[src/rtl/unidade_mult_div_if.sv]
// Operand/result bundle between the register file, writeback mux and the
// iterative multiply/divide unit.
interface unidade_mult_div_if;
  logic        start;
  logic [1:0]  op;
  logic [31:0] operando_a;
  logic [31:0] operando_b;
  logic        wr_hi;
  logic        wr_lo;
  logic [31:0] data_in;
  logic        busy;
  logic        done;
  logic        div_zero;
  logic [31:0] hi_out;
  logic [31:0] lo_out;

  modport master (
    output start, op, operando_a, operando_b, wr_hi, wr_lo, data_in,
    input  busy, done, div_zero, hi_out, lo_out
  );

  modport slave (
    input  start, op, operando_a, operando_b, wr_hi, wr_lo, data_in,
    output busy, done, div_zero, hi_out, lo_out
  );
endinterface

[src/rtl/unidade_mult_div.sv]
// Iterative MULT/MULTU/DIV/DIVU unit with HI/LO registers: 32 shift-add or
// restoring-divide steps on magnitudes, then one sign-fix/writeback cycle.
module unidade_mult_div (
  input  logic                clock,
  input  logic                reset_n,
  unidade_mult_div_if.slave   bus
);

  typedef enum logic [1:0] {StIdle, StCalc, StFix} state_e;

  state_e      state_q, state_d;
  logic [4:0]  cnt_q, cnt_d;
  // Multiply: {partial product, remaining multiplier}. Divide: [31:0] dividend -> quotient.
  logic [63:0] acc_q, acc_d;
  logic [32:0] rem_q, rem_d;
  // Multiplicand magnitude for multiply, divisor magnitude for divide.
  logic [31:0] opnd_q, opnd_d;
  logic [31:0] a_raw_q, a_raw_d;
  logic [31:0] hi_q, hi_d, lo_q, lo_d;
  logic        is_div_q, is_div_d;
  logic        negq_q, negq_d, negr_q, negr_d;
  logic        done_q, done_d, dz_q, dz_d;

  logic        signed_op;
  logic [31:0] a_mag, b_mag;
  logic [32:0] add_sum;
  logic [32:0] trial;
  logic [33:0] diff;
  logic [63:0] prod_fix;
  logic [31:0] quot_fix, rem_fix;

  always_comb begin
    state_d  = state_q;
    cnt_d    = cnt_q;
    acc_d    = acc_q;
    rem_d    = rem_q;
    opnd_d   = opnd_q;
    a_raw_d  = a_raw_q;
    hi_d     = hi_q;
    lo_d     = lo_q;
    is_div_d = is_div_q;
    negq_d   = negq_q;
    negr_d   = negr_q;
    done_d   = 1'b0;
    dz_d     = 1'b0;

    signed_op = ~bus.op[0];
    a_mag     = (signed_op && bus.operando_a[31]) ? -bus.operando_a : bus.operando_a;
    b_mag     = (signed_op && bus.operando_b[31]) ? -bus.operando_b : bus.operando_b;
    add_sum   = {1'b0, acc_q[63:32]} + {1'b0, opnd_q};
    trial     = {rem_q[31:0], acc_q[31]};
    diff      = {1'b0, trial} - {2'b00, opnd_q};
    prod_fix  = negq_q ? -acc_q : acc_q;
    quot_fix  = negq_q ? -acc_q[31:0] : acc_q[31:0];
    rem_fix   = negr_q ? -rem_q[31:0] : rem_q[31:0];

    case (state_q)
      StIdle: begin
        if (bus.start) begin
          state_d  = StCalc;
          cnt_d    = 5'd0;
          is_div_d = bus.op[1];
          negq_d   = signed_op & (bus.operando_a[31] ^ bus.operando_b[31]);
          negr_d   = signed_op & bus.operando_a[31];
          a_raw_d  = bus.operando_a;
          rem_d    = 33'd0;
          if (bus.op[1]) begin
            acc_d  = {32'd0, a_mag};
            opnd_d = b_mag;
          end else begin
            acc_d  = {32'd0, b_mag};
            opnd_d = a_mag;
          end
        end else begin
          if (bus.wr_hi) hi_d = bus.data_in;
          if (bus.wr_lo) lo_d = bus.data_in;
        end
      end
      StCalc: begin
        cnt_d = cnt_q + 5'd1;
        if (is_div_q) begin
          if (!diff[33]) begin
            rem_d = diff[32:0];
            acc_d = {acc_q[63:32], acc_q[30:0], 1'b1};
          end else begin
            rem_d = trial;
            acc_d = {acc_q[63:32], acc_q[30:0], 1'b0};
          end
        end else if (acc_q[0]) begin
          acc_d = {add_sum, acc_q[31:1]};
        end else begin
          acc_d = {1'b0, acc_q[63:1]};
        end
        if (cnt_q == 5'd31) state_d = StFix;
      end
      StFix: begin
        state_d = StIdle;
        done_d  = 1'b1;
        if (!is_div_q) begin
          hi_d = prod_fix[63:32];
          lo_d = prod_fix[31:0];
        end else if (opnd_q == 32'd0) begin
          // Divide by zero reports the dividend as originally presented.
          hi_d = a_raw_q;
          lo_d = 32'hFFFF_FFFF;
          dz_d = 1'b1;
        end else begin
          hi_d = rem_fix;
          lo_d = quot_fix;
        end
      end
      default: state_d = StIdle;
    endcase
  end

  always_ff @(posedge clock or negedge reset_n) begin
    if (!reset_n) begin
      state_q  <= StIdle;
      cnt_q    <= 5'd0;
      acc_q    <= 64'd0;
      rem_q    <= 33'd0;
      opnd_q   <= 32'd0;
      a_raw_q  <= 32'd0;
      hi_q     <= 32'd0;
      lo_q     <= 32'd0;
      is_div_q <= 1'b0;
      negq_q   <= 1'b0;
      negr_q   <= 1'b0;
      done_q   <= 1'b0;
      dz_q     <= 1'b0;
    end else begin
      state_q  <= state_d;
      cnt_q    <= cnt_d;
      acc_q    <= acc_d;
      rem_q    <= rem_d;
      opnd_q   <= opnd_d;
      a_raw_q  <= a_raw_d;
      hi_q     <= hi_d;
      lo_q     <= lo_d;
      is_div_q <= is_div_d;
      negq_q   <= negq_d;
      negr_q   <= negr_d;
      done_q   <= done_d;
      dz_q     <= dz_d;
    end
  end

  assign bus.busy     = (state_q != StIdle);
  assign bus.done     = done_q;
  assign bus.div_zero = dz_q;
  assign bus.hi_out   = hi_q;
  assign bus.lo_out   = lo_q;

endmodule
[src/flat_wrapper.sv]
// flat-port wrapper written by rule: the top's interface ports become plain ports
module unidade_mult_div_flat 
  (clock, reset_n, bus_start, bus_op, bus_operando_a, bus_operando_b, bus_wr_hi, bus_wr_lo, bus_data_in, bus_busy, bus_done, bus_div_zero, bus_hi_out, bus_lo_out);
  unidade_mult_div_if bus_i ();
  input  logic clock;
  input  logic reset_n;
  input wire logic [$bits(bus_i.start)-1:0] bus_start;
  input wire logic [$bits(bus_i.op)-1:0] bus_op;
  input wire logic [$bits(bus_i.operando_a)-1:0] bus_operando_a;
  input wire logic [$bits(bus_i.operando_b)-1:0] bus_operando_b;
  input wire logic [$bits(bus_i.wr_hi)-1:0] bus_wr_hi;
  input wire logic [$bits(bus_i.wr_lo)-1:0] bus_wr_lo;
  input wire logic [$bits(bus_i.data_in)-1:0] bus_data_in;
  output wire logic [$bits(bus_i.busy)-1:0] bus_busy;
  output wire logic [$bits(bus_i.done)-1:0] bus_done;
  output wire logic [$bits(bus_i.div_zero)-1:0] bus_div_zero;
  output wire logic [$bits(bus_i.hi_out)-1:0] bus_hi_out;
  output wire logic [$bits(bus_i.lo_out)-1:0] bus_lo_out;
  assign bus_i.start = bus_start;
  assign bus_i.op = bus_op;
  assign bus_i.operando_a = bus_operando_a;
  assign bus_i.operando_b = bus_operando_b;
  assign bus_i.wr_hi = bus_wr_hi;
  assign bus_i.wr_lo = bus_wr_lo;
  assign bus_i.data_in = bus_data_in;
  assign bus_busy = bus_i.busy;
  assign bus_done = bus_i.done;
  assign bus_div_zero = bus_i.div_zero;
  assign bus_hi_out = bus_i.hi_out;
  assign bus_lo_out = bus_i.lo_out;
  unidade_mult_div u_core (.clock(clock), .reset_n(reset_n), .bus(bus_i));
endmodule
[config.mk]
export PLATFORM = sky130hd
export DESIGN_NAME = unidade_mult_div_flat
export DESIGN_NICKNAME = d
export VERILOG_FILES = /design/src/rtl/unidade_mult_div_if.sv /design/src/rtl/unidade_mult_div.sv /design/src/flat_wrapper.sv
export SDC_FILE = /design/constraint.sdc
export NUM_CORES = 1
export LEC_CHECK = 0
export BUFFER_PORTS_ARGS = -buffer_cell sky130_fd_sc_hd__buf_2
export CORE_AREA = 3 3 198 200
export DETAILED_ROUTE_END_ITERATION = 8
export DIE_AREA = 0 0 201 203
export PLACE_DENSITY_LB_ADDON = 0.1
export SYNTH_ARGS = -nofsm -noshare
export SYNTH_HDL_FRONTEND = slang
export SYNTH_SLANG_ARGS = --single-unit
[constraint.sdc]
create_clock -name clock -period 4 [get_ports clock]
set_clock_uncertainty 0.05 [all_clocks]
set_input_delay 0.8 -clock clock [delete_from_list [all_inputs] [get_ports clock]]
set_output_delay 0.8 -clock clock [all_outputs]
set_load 0.02 [all_outputs]
Word level (Yosys, flattened, before mapping)
Cells that the tools add are included.
Operators by class
  add/subtract/negate cells: 8
  equality and inequality tests: 10
  multiplexer cells: 35
  bitwise operators: 4
  reduce and logical (&&, ||, !) cells: 14
Operators with widths (count)
  2-to-1 mux 32 bit: 17
  2-to-1 mux 64 bit: 4
  one-hot mux 32 bit (2 select lines): 3
  negator 32 bit: 4
  one-hot mux 64 bit (2 select lines): 1
  negator 64 bit: 1
  subtractor 33 x 32 -> 34 bit: 1
  adder 32 x 32 -> 33 bit: 1
  logical NOT 32 bit: 1
  AND reduction 3 bit: 4
  inequality test 2 bit (second input constant): 5
  one-hot mux 5 bit (2 select lines): 1
  AND reduction 2 bit: 3
  nonzero test 2 bit: 3
  adder 5 x 1 -> 5 bit (second input constant): 1
  == test 5 bit (second input constant): 1
  2-to-1 mux 1 bit: 5
  2-to-1 mux 5 bit: 1
  2-to-1 mux 2 bit: 2
  inequality test 2 x 1 -> 1 bit (second input constant): 2
  one-hot mux 2 bit (2 select lines): 1
  bitwise AND 1 bit: 2
  == test 2 x 1 -> 1 bit (second input constant): 1
  == test 2 bit (second input constant): 1
  other kinds (4): 5
Storage, ports and cells
  register bits: 236
  output and inout bits: 67
  word-level logic and storage cells: 85

Depth between registers and ports, before layout
Gate-level depths: netlist of run 1.
  word-level depth: 6
  gate-level depth with buffers: 14
  gate-level depth less buffers: 14

Worst setup path after synthesis of run 1
OpenSTA, ideal clock, no wires.
  path kind: reg2reg
  from: register u_core.acc_q[31]
  to: register u_core.rem_q[28]
  setup time: 126 ps
  data arrival time: 3255 ps
  setup slack: 569 ps
  stages on the path, launching flop included: 15
  buffers on the path: 0
  clock period less this slack: 3431 ps
  cell sequence: dfrtp_1 -> inv_1 -> ha_1 -> inv_1 -> fa_1 -> a21oi_1 -> o21ai_0 -> a211o_1 -> a311oi_1 -> o41ai_1 -> a41oi_1 -> nand2_1 -> mux2_2 -> nor3_1 -> a21oi_1
On the way
  longest elaborated chain between the ends: 4
RTL lines
  start: declaration: RTL line unidade_mult_div.sv:14  | logic [63:0] acc_q, acc_d;
  start signal: assignment: RTL line unidade_mult_div.sv:120  | acc_q <= 64'd0;
  start signal: assignment: RTL line unidade_mult_div.sv:134  | acc_q <= acc_d;
  subtractor 33 x 32 -> 34 bit: RTL line unidade_mult_div.sv:52  | diff = {1'b0, trial} - {2'b00, opnd_q};
  2-to-1 mux 32 bit: RTL line unidade_mult_div.sv:82  | if (!diff[33]) begin
  2-to-1 mux 32 bit: RTL line unidade_mult_div.sv:81  | if (is_div_q) begin
  one-hot mux 32 bit (2 select lines): RTL line unidade_mult_div.sv:57  | case (state_q)
  end signal: assignment: RTL line unidade_mult_div.sv:135  | rem_q <= rem_d;
  end: declaration: RTL line unidade_mult_div.sv:15  | logic [32:0] rem_q, rem_d;
No other way between the ends. The select of a mux whose other input is x is not followed.
A chain may end at the register's enable or synchronous reset.

Worst setup path in the final report of run 1
  from: register u_core.rem_q[4]
  to: register u_core.hi_q[29], in the netlist u_core.bus.hi_out[29]
On the way
  longest elaborated chain between the ends: 5
RTL lines
  negator 32 bit: RTL line unidade_mult_div.sv:55  | rem_fix = negr_q ? -rem_q[31:0] : rem_q[31:0];
  2-to-1 mux 32 bit: RTL line unidade_mult_div.sv:55
  2-to-1 mux 32 bit: RTL line unidade_mult_div.sv:102  | end else if (opnd_q == 32'd0) begin
  2-to-1 mux 32 bit: RTL line unidade_mult_div.sv:99  | if (!is_div_q) begin
  one-hot mux 32 bit (2 select lines): RTL line unidade_mult_div.sv:57
  end signal: assignment: RTL line unidade_mult_div.sv:138  | hi_q <= hi_d;
  end: declaration: RTL line unidade_mult_div.sv:19  | logic [31:0] hi_q, hi_d, lo_q, lo_d;
No other way between the ends.

==> impl_metrics.toml, run 1 <==
[status]
run_status = "completed"

[worst_setup_path]
setup.worst_path.class = "reg -> reg"
startpoint_type = "register"
worstSetupStartpoint = "u_core.rem_q[4]"
register_to_register_path_setup_slack_ns = 0.21
crit_required_ns = 4.48
critical_path.reg2reg.startpoint = "u_core.rem_q[4]"
timing.critical_path.arrival_ns = 4.26
critical_path_peak_fanout = 6
worstSetupEndpointType = "register"
timing.reg2reg.worst_path_depth = 10
r2r-end = "u_core.bus.hi_out[29]"

[sta]
finalMaxSlewViolations = 0
setup-tns-final_ns = 0
setup_viol_count_final = 0
worst_pin_slew_ns = 1.074
timing.fmax_ghz = 0.2640
slew_headroom = 0.2832
grt_setup_unrepaired = "no"
finalHoldViolations = 0
fin_crit_ns = 3.788
timing.final.crit_share = 0.9469

[yosys]
synth.yosys.seq_area_share = 0.3289
yosys_warnings = 0
netlist_area_um2 = 17960
synth_edf_count = 0
share_of_yosys_cell_area_claimed_by_the_top_area_cell_type = 0.3289
ys_dominant_reg_cell = "dfrtp_1"
asyncSetResetFlopFracSynth = 1.000
synthesis.area_per_instance_um2 = 7.925
synth_commonest_cells = "nand2_1, o21ai_0, dfrtp_1"
post_synth_inst_count = 2266
postSynthNetCount = 2441
library_cell_occupying_the_most_area_in_the_post_synthesis_netlist = "dfrtp_1"
register_bit_total_from_synthesis = 236
yosys.cell_types.count = 72
post_synth_main_area_contributors = "dfrtp_1, nand2_1, o21ai_0"
most_numerous_cell_in_the_yosys_netlist = "nand2_1"

[cells_and_area]
fin_cells = 2915
drive_above_1_share = 0.1365
layout.core_utilization = 0.5460
final.fill_count = 3629
nets = 2555
area_delta_synth_final_pct = 14.24

[detailed_routing]
routed_wirelength_um = 68720
firstDrtPassIters = 6
drc_errors = 0
routed_wire_length_per_instance_um = 23.57
antenna_left = 0
route.vias.total = 17835
drt_first_iter_violations = 1458
vias_per_cell = 6.118

[clock_tree]
post_cts_hold_buffer_count = 0
clk_transition_reported_paths_ns = 0.06
worstSkewPairLatency_ns = 0.60
ctsHtreeMaxLevel = 1
post-cts-setup-buffer-count = 0
cts.sink_count = 236
tritoncts_clock_tree = "yes"
cts.root.buffer_cell = "clkbuf_16"
tritoncts.num_buffers = 29
cts-root-to-sink-buffers = 3

[floorplan]
floorplan.initialDensity = 0.4779
design.core.area_um2 = 37580
die_h_um = 203
fp.dieArea_um2 = 40800
floorplan.io_pins = 170
std_cell_rows = 71
die_x_extent_um = 201

[place]
port-buffer-count = 169
place.detailed.hpwl_um = 53230
gp_congestion = 0.9675
dpl.cell_count = 2860

[min_path]
hp-class = "in -> async"

[global_routing]
global_route_wire_length_before_repair_um = 103500
leftover_overflow_at_the_end_of_global_routing = 0
number_of_antenna_violations_at_the_first_check_in_global_routing = 0
grt_use_total = 0.3274
grt_pass1_vias = 16547
pin_count_of_the_biggest_net_entering_global_routing = 91

[power]
peakVddDrop_v = 0.0004789
leakage_power_figure_uw = 0.008956
power.density_cell_area_nw_per_um2 = 968.0

[job]
maxCapViolCount = 0
-- final cells by class --
type,instances,area (um^2),share of cell area
antenna,1,2.502,0.0001220
clock buffer,39,853.3,0.04159
clock inverter,15,227.7,0.01110
inverter,64,240.2,0.01171
multi-input combinational,1817,11250,0.5485
sequential,236,5908,0.2880
tap,511,639.4,0.03116
timing repair buffer,232,1391,0.06782
-- state kept, by name, indices dropped and copies added (netlist names), 2 cells and up --
register / flops
u_core.a_raw_q: 32
u_core.acc_q: 64
u_core.bus.hi_out: 32
u_core.bus.lo_out: 32
u_core.cnt_q: 5
u_core.opnd_q: 32
u_core.rem_q: 32
u_core.state_q: 2
-- worst max path at each step --
stage | slack, ns | cells after the start | end
after CTS | 0.1 | 14 | u_core.rem_q[28]
final | 0.21 | 10 | u_core.bus.hi_out[29]
after global routing | 0.03 | 8 | u_core.bus.hi_out[26]
after global placement | 0.13 | 14 | u_core.rem_q[28]
after floorplan | 0.57 | 14 | u_core.rem_q[28]
after detailed placement | 0.1 | 14 | u_core.rem_q[28]
-- cell families after synthesis --
family / after synthesis / share of synthesized area
xor gates and xnor gates: 198 / 0.09656
DFF: 236 / 0.3289
and+or+nand+nor: 744 / 0.1899
adders and majority gates: 72 / 0.05100
AOI/OAI and AO/OA: 747 / 0.2542
buffers and inverters: 213 / 0.04793
muxes: 56 / 0.03156
-- worst max-delay path, stage by stage, from the launching register on --
cell     delay (ns)
dfrtp_1        0.47
nor4_4         0.40
nand3_1        0.17
or4_1          0.50
or4_1          0.52
or3_1          0.41
o31ai_1        0.26
xor2_1         0.13
o21ai_0        0.46
a22oi_1        0.20
nand3_1        0.14
-- repair_timing --
action | 4_1_cts | 5_1_grt
endpoints found under the hold margin | 0 | 0
setup endpoints to repair | 0 | 3
gates resized for setup | 0 | 3
-- metal layers --
| metal | GRT usage | wire [um] | vias up |
|---|---|---|---|
| met4 | 0.1207 | 2959 | 0 |
| met5 | 0 | 0 | - |
| met2 | 0.4975 | 29800 | 766 |
| li1 | - | - | 8386 |
| met3 | 0.04650 | 4940 | 97 |
| met1 | 0.4753 | 31020 | 8586 |
-- metrics by stage --
step | hold slack [ns] | instance area, um^2 | setup slack, ns | total power [uW]
final | 0.1647 | 20520 | 0.2123 | 19860
after global routing | 0.2277 | 20510 | 0.03009 | 21290
after CTS | 0.2134 | 20490 | 0.1000 | 19620
after detailed placement | 0.4138 | 19410 | 0.09735 | 16580
after global placement | 0.4067 | 19410 | 0.1250 | 16460
after floorplan | 0.3904 | 17960 | 0.5689 | 12800
-- power by group --
group          internal, uW  switching [uW]
logic                  4630            6940
registers              3570            1730
clock network          1820            1170
total                 10000            9840
-- placed cells by master (no fill, tap or decap), types with 9 or more instances in the layout --
cell type	Yosys	final
nor2b_1	19	18
xor2_1	88	88
o211ai_1	28	28
nand2b_1	27	27
nor2_1	140	138
ha_1	70	70
nand3_1	37	37
a211oi_1	52	52
xnor2_1	110	110
o31ai_1	38	38
clkbuf_8	4	9
dfrtp_1	236	234
o21ai_0	256	256
a22o_1	10	10
inv_1	63	62
mux2i_1	51	51
nand4_1	12	12
nand2_1	359	358
a21oi_1	170	170
o22ai_1	46	46
a221oi_1	12	12
and3_1	13	13
or3_1	23	23
buf_2	2	168
a31oi_1	18	18
a21o_1	33	33
buf_4	1	58
o41ai_1	16	15
or4_1	19	19
clkbuf_16	0	29
nor3_1	32	32
nor4_1	25	25
Note: power is estimated with default switching activity, not from simulation.
==> run 2, diff against run 1 <==
Settings changed: BUFFER_PORTS_ARGS -buffer_cell sky130_fd_sc_hd__buf_2 to not set, DONT_BUFFER_PORTS set to 1.
==> run 2 against run 1 <==
Against the previous run:
- the flow now finishes with violations (hold timing)
- core utilization decreased by 2.6 points
- maximum frequency increased by 2.7%
- cell count decreased by 6.1%
- sequential power increased by 9.6%
- clock power decreased by 2%
- first-iteration DRC count increased by 16%
- count of clock-buffer cells in the layout decreased by 1
- die area unchanged
==> impl_metrics.toml, run 2 (synthesis gave the netlist of run 1 again) <==
[sta]
finalHoldViolations = 236
timing.fmax_ghz = 0.2710
grt_setup_unrepaired = "no"
slew_headroom = 0.2667
timing.final.crit_share = 0.9224
setup-tns-final_ns = 0
fin_crit_ns = 3.690
worst_pin_slew_ns = 1.098
finalMaxSlewViolations = 0
setup_viol_count_final = 0
fin_hold_ws_ns = -0.1563

[worst_setup_path]
crit_path_cell_trace = "inv_1, ha_1, inv_1, fa_1, a21oi_1, o21ai_0, a211o_1, a311oi_1, buf_4, o21ba_2, o31ai_1, o41ai_1, xnor2_1, nand2_1, a21oi_1"
slowest_delay_ns = 0.43
crit_required_ns = 4.46
critical_path_peak_fanout = 3
timing.critical_path.arrival_ns = 4.15
startpoint_type = "register"
worstSetupEndpointType = "register"
cpMaxStageDelayCell = "a311oi_1"
setup.worst_path.class = "reg -> reg"
timing.reg2reg.worst_path_depth = 15

[power]
finalPower_uw = 19290
power.density_cell_area_nw_per_um2 = 987.5
leakage_power_figure_uw = 0.008219
peakVddDrop_v = 0.0004408

[floorplan]
std_cell_rows = 71
floorplan.initialDensity = 0.4779
fp.dieArea_um2 = 40800
floorplan.io_pins = 170
design.core.area_um2 = 37580
die_x_extent_um = 201
die_h_um = 203

[global_routing]
grt_pass1_vias = 15929
number_of_antenna_violations_at_the_first_check_in_global_routing = 6
grt_use_total = 0.3240
leftover_overflow_at_the_end_of_global_routing = 0
pin_count_of_the_biggest_net_entering_global_routing = 237
global_route_wire_length_before_repair_um = 101800

[clock_tree]
tritoncts_clock_tree = "yes"
tritoncts.num_buffers = 30
cts.sink_count = 236
worstSkewPairLatency_ns = 0.60
cts.root.buffer_cell = "clkbuf_16"
ctsHtreeMaxLevel = 1
cts-root-to-sink-buffers = 3
clk_transition_reported_paths_ns = 0.06
post-cts-setup-buffer-count = 0

[status]
failed_checks = "hold timing"
run_status = "complete, but fails checks"

[detailed_routing]
drt_first_iter_violations = 1697
routed_wirelength_um = 68380
firstDrtPassIters = 6
drc_errors = 0
vias_per_cell = 6.293
antenna_left = 0
route.vias.total = 17229
routed_wire_length_per_instance_um = 24.97

[place]
dpl.cell_count = 2681
port-buffer-count = 0
place.detailed.hpwl_um = 52530
gp_congestion = 0.9566

[cells_and_area]
drive_above_1_share = 0.06475
fin_cells = 2738
layout.cells.most_common_list = "nand2_1, o21ai_0, dfrtp_1, a21oi_1, nor2_1"
area_delta_synth_final_pct = 8.765
largest-register = "u_core.acc_q"
largest_register_ff_count = 64
nets = 2377
final_common_cell = "nand2_1"

[job]
maxCapViolCount = 0

[min_path]
hp-class = "in -> async"
run 2: cell types whose count changed in the layout (fill, tap and decap cells not counted), sizes merged:
cell,previous run,this run
clkinv,5,9
clkbuf,39,38
diode,1,3
buf,232,53
clkinvlp,5,2
run 2: metal layers:
layer | wire [um] | GRT usage | part of all wire | vias to the layer above
met5 | 32 | 0 | 0.00047 | -
met4 | 2862 | 0.1152 | 0.042 | 6
met3 | 5655 | 0.06461 | 0.083 | 110
met2 | 29540 | 0.4892 | 0.43 | 661
met1 | 30290 | 0.4629 | 0.44 | 8443
li1 | - | - | - | 8009
run 2: worst paths after layout:
| check | start | endpoint | slack [ns] |
|---|---|---|---|
| max in group asynchronous | reset_n | u_core.is_div_q | 3.69 |
| max | u_core.acc_q[31] | u_core.rem_q[20] | 0.31 |
| min | reset_n | u_core.acc_q[56] | -0.16 |
| min in group clock | bus_op[0] | u_core.negq_q | 0.26 |
| min reg2reg | u_core.a_raw_q[14] | u_core.a_raw_q[14] | 0.42 |
| max reg2reg | u_core.acc_q[31] | u_core.rem_q[20] | 0.31 |
run 2: per-stage QoR:
| stage | utilization | instance area [um^2] | setup slack (ns) |
|---|---|---|---|
| 5_1_grt | 0.5197 | 19530 | 0.02786 |
| 6_report | 0.5198 | 19530 | 0.3105 |
| 4_1_cts | 0.5194 | 19520 | 0.1874 |
| 3_3_place_gp | 0.4911 | 18460 | 0.2112 |
| 2_1_floorplan | - | 17960 | 0.5689 |
| 3_5_place_dp | 0.4911 | 18460 | 0.2073 |
run 2: where the power goes:
| part | total, uW | internal (uW) | switching [uW] |
|---|---|---|---|
| combinational | 10600 | 4330 | 6220 |
| sequential | 5810 | 3570 | 2240 |
| clock | 2930 | 1780 | 1150 |
run 2: repair_timing:
item                                   4_1_cts  5_1_grt
gates resized for setup                      0        1
endpoints found under the hold margin      236      236
setup endpoints to repair                    0        1
run 2: layout make-up:
cell class | count | area (um^2)
clock buffers | 38 | 820.8
fillers | 3668 | 18040
inverters | 64 | 240.2
multi-input cells | 1817 | 11240
flip-flops and latches | 236 | 5908
clock inverters | 16 | 241.5
well taps | 511 | 639.4
diodes | 3 | 7.507
repair buffers | 53 | 435.4
run 2: critical path, delay by kind of cell (launching register included):
family	cells	cell delay (ns)
compound gates	8	1.98
xor+xnor	1	0.16
fa+ha+maj	2	0.58
buf+inv	3	0.39
flops	1	0.37
simple gates	1	0.07
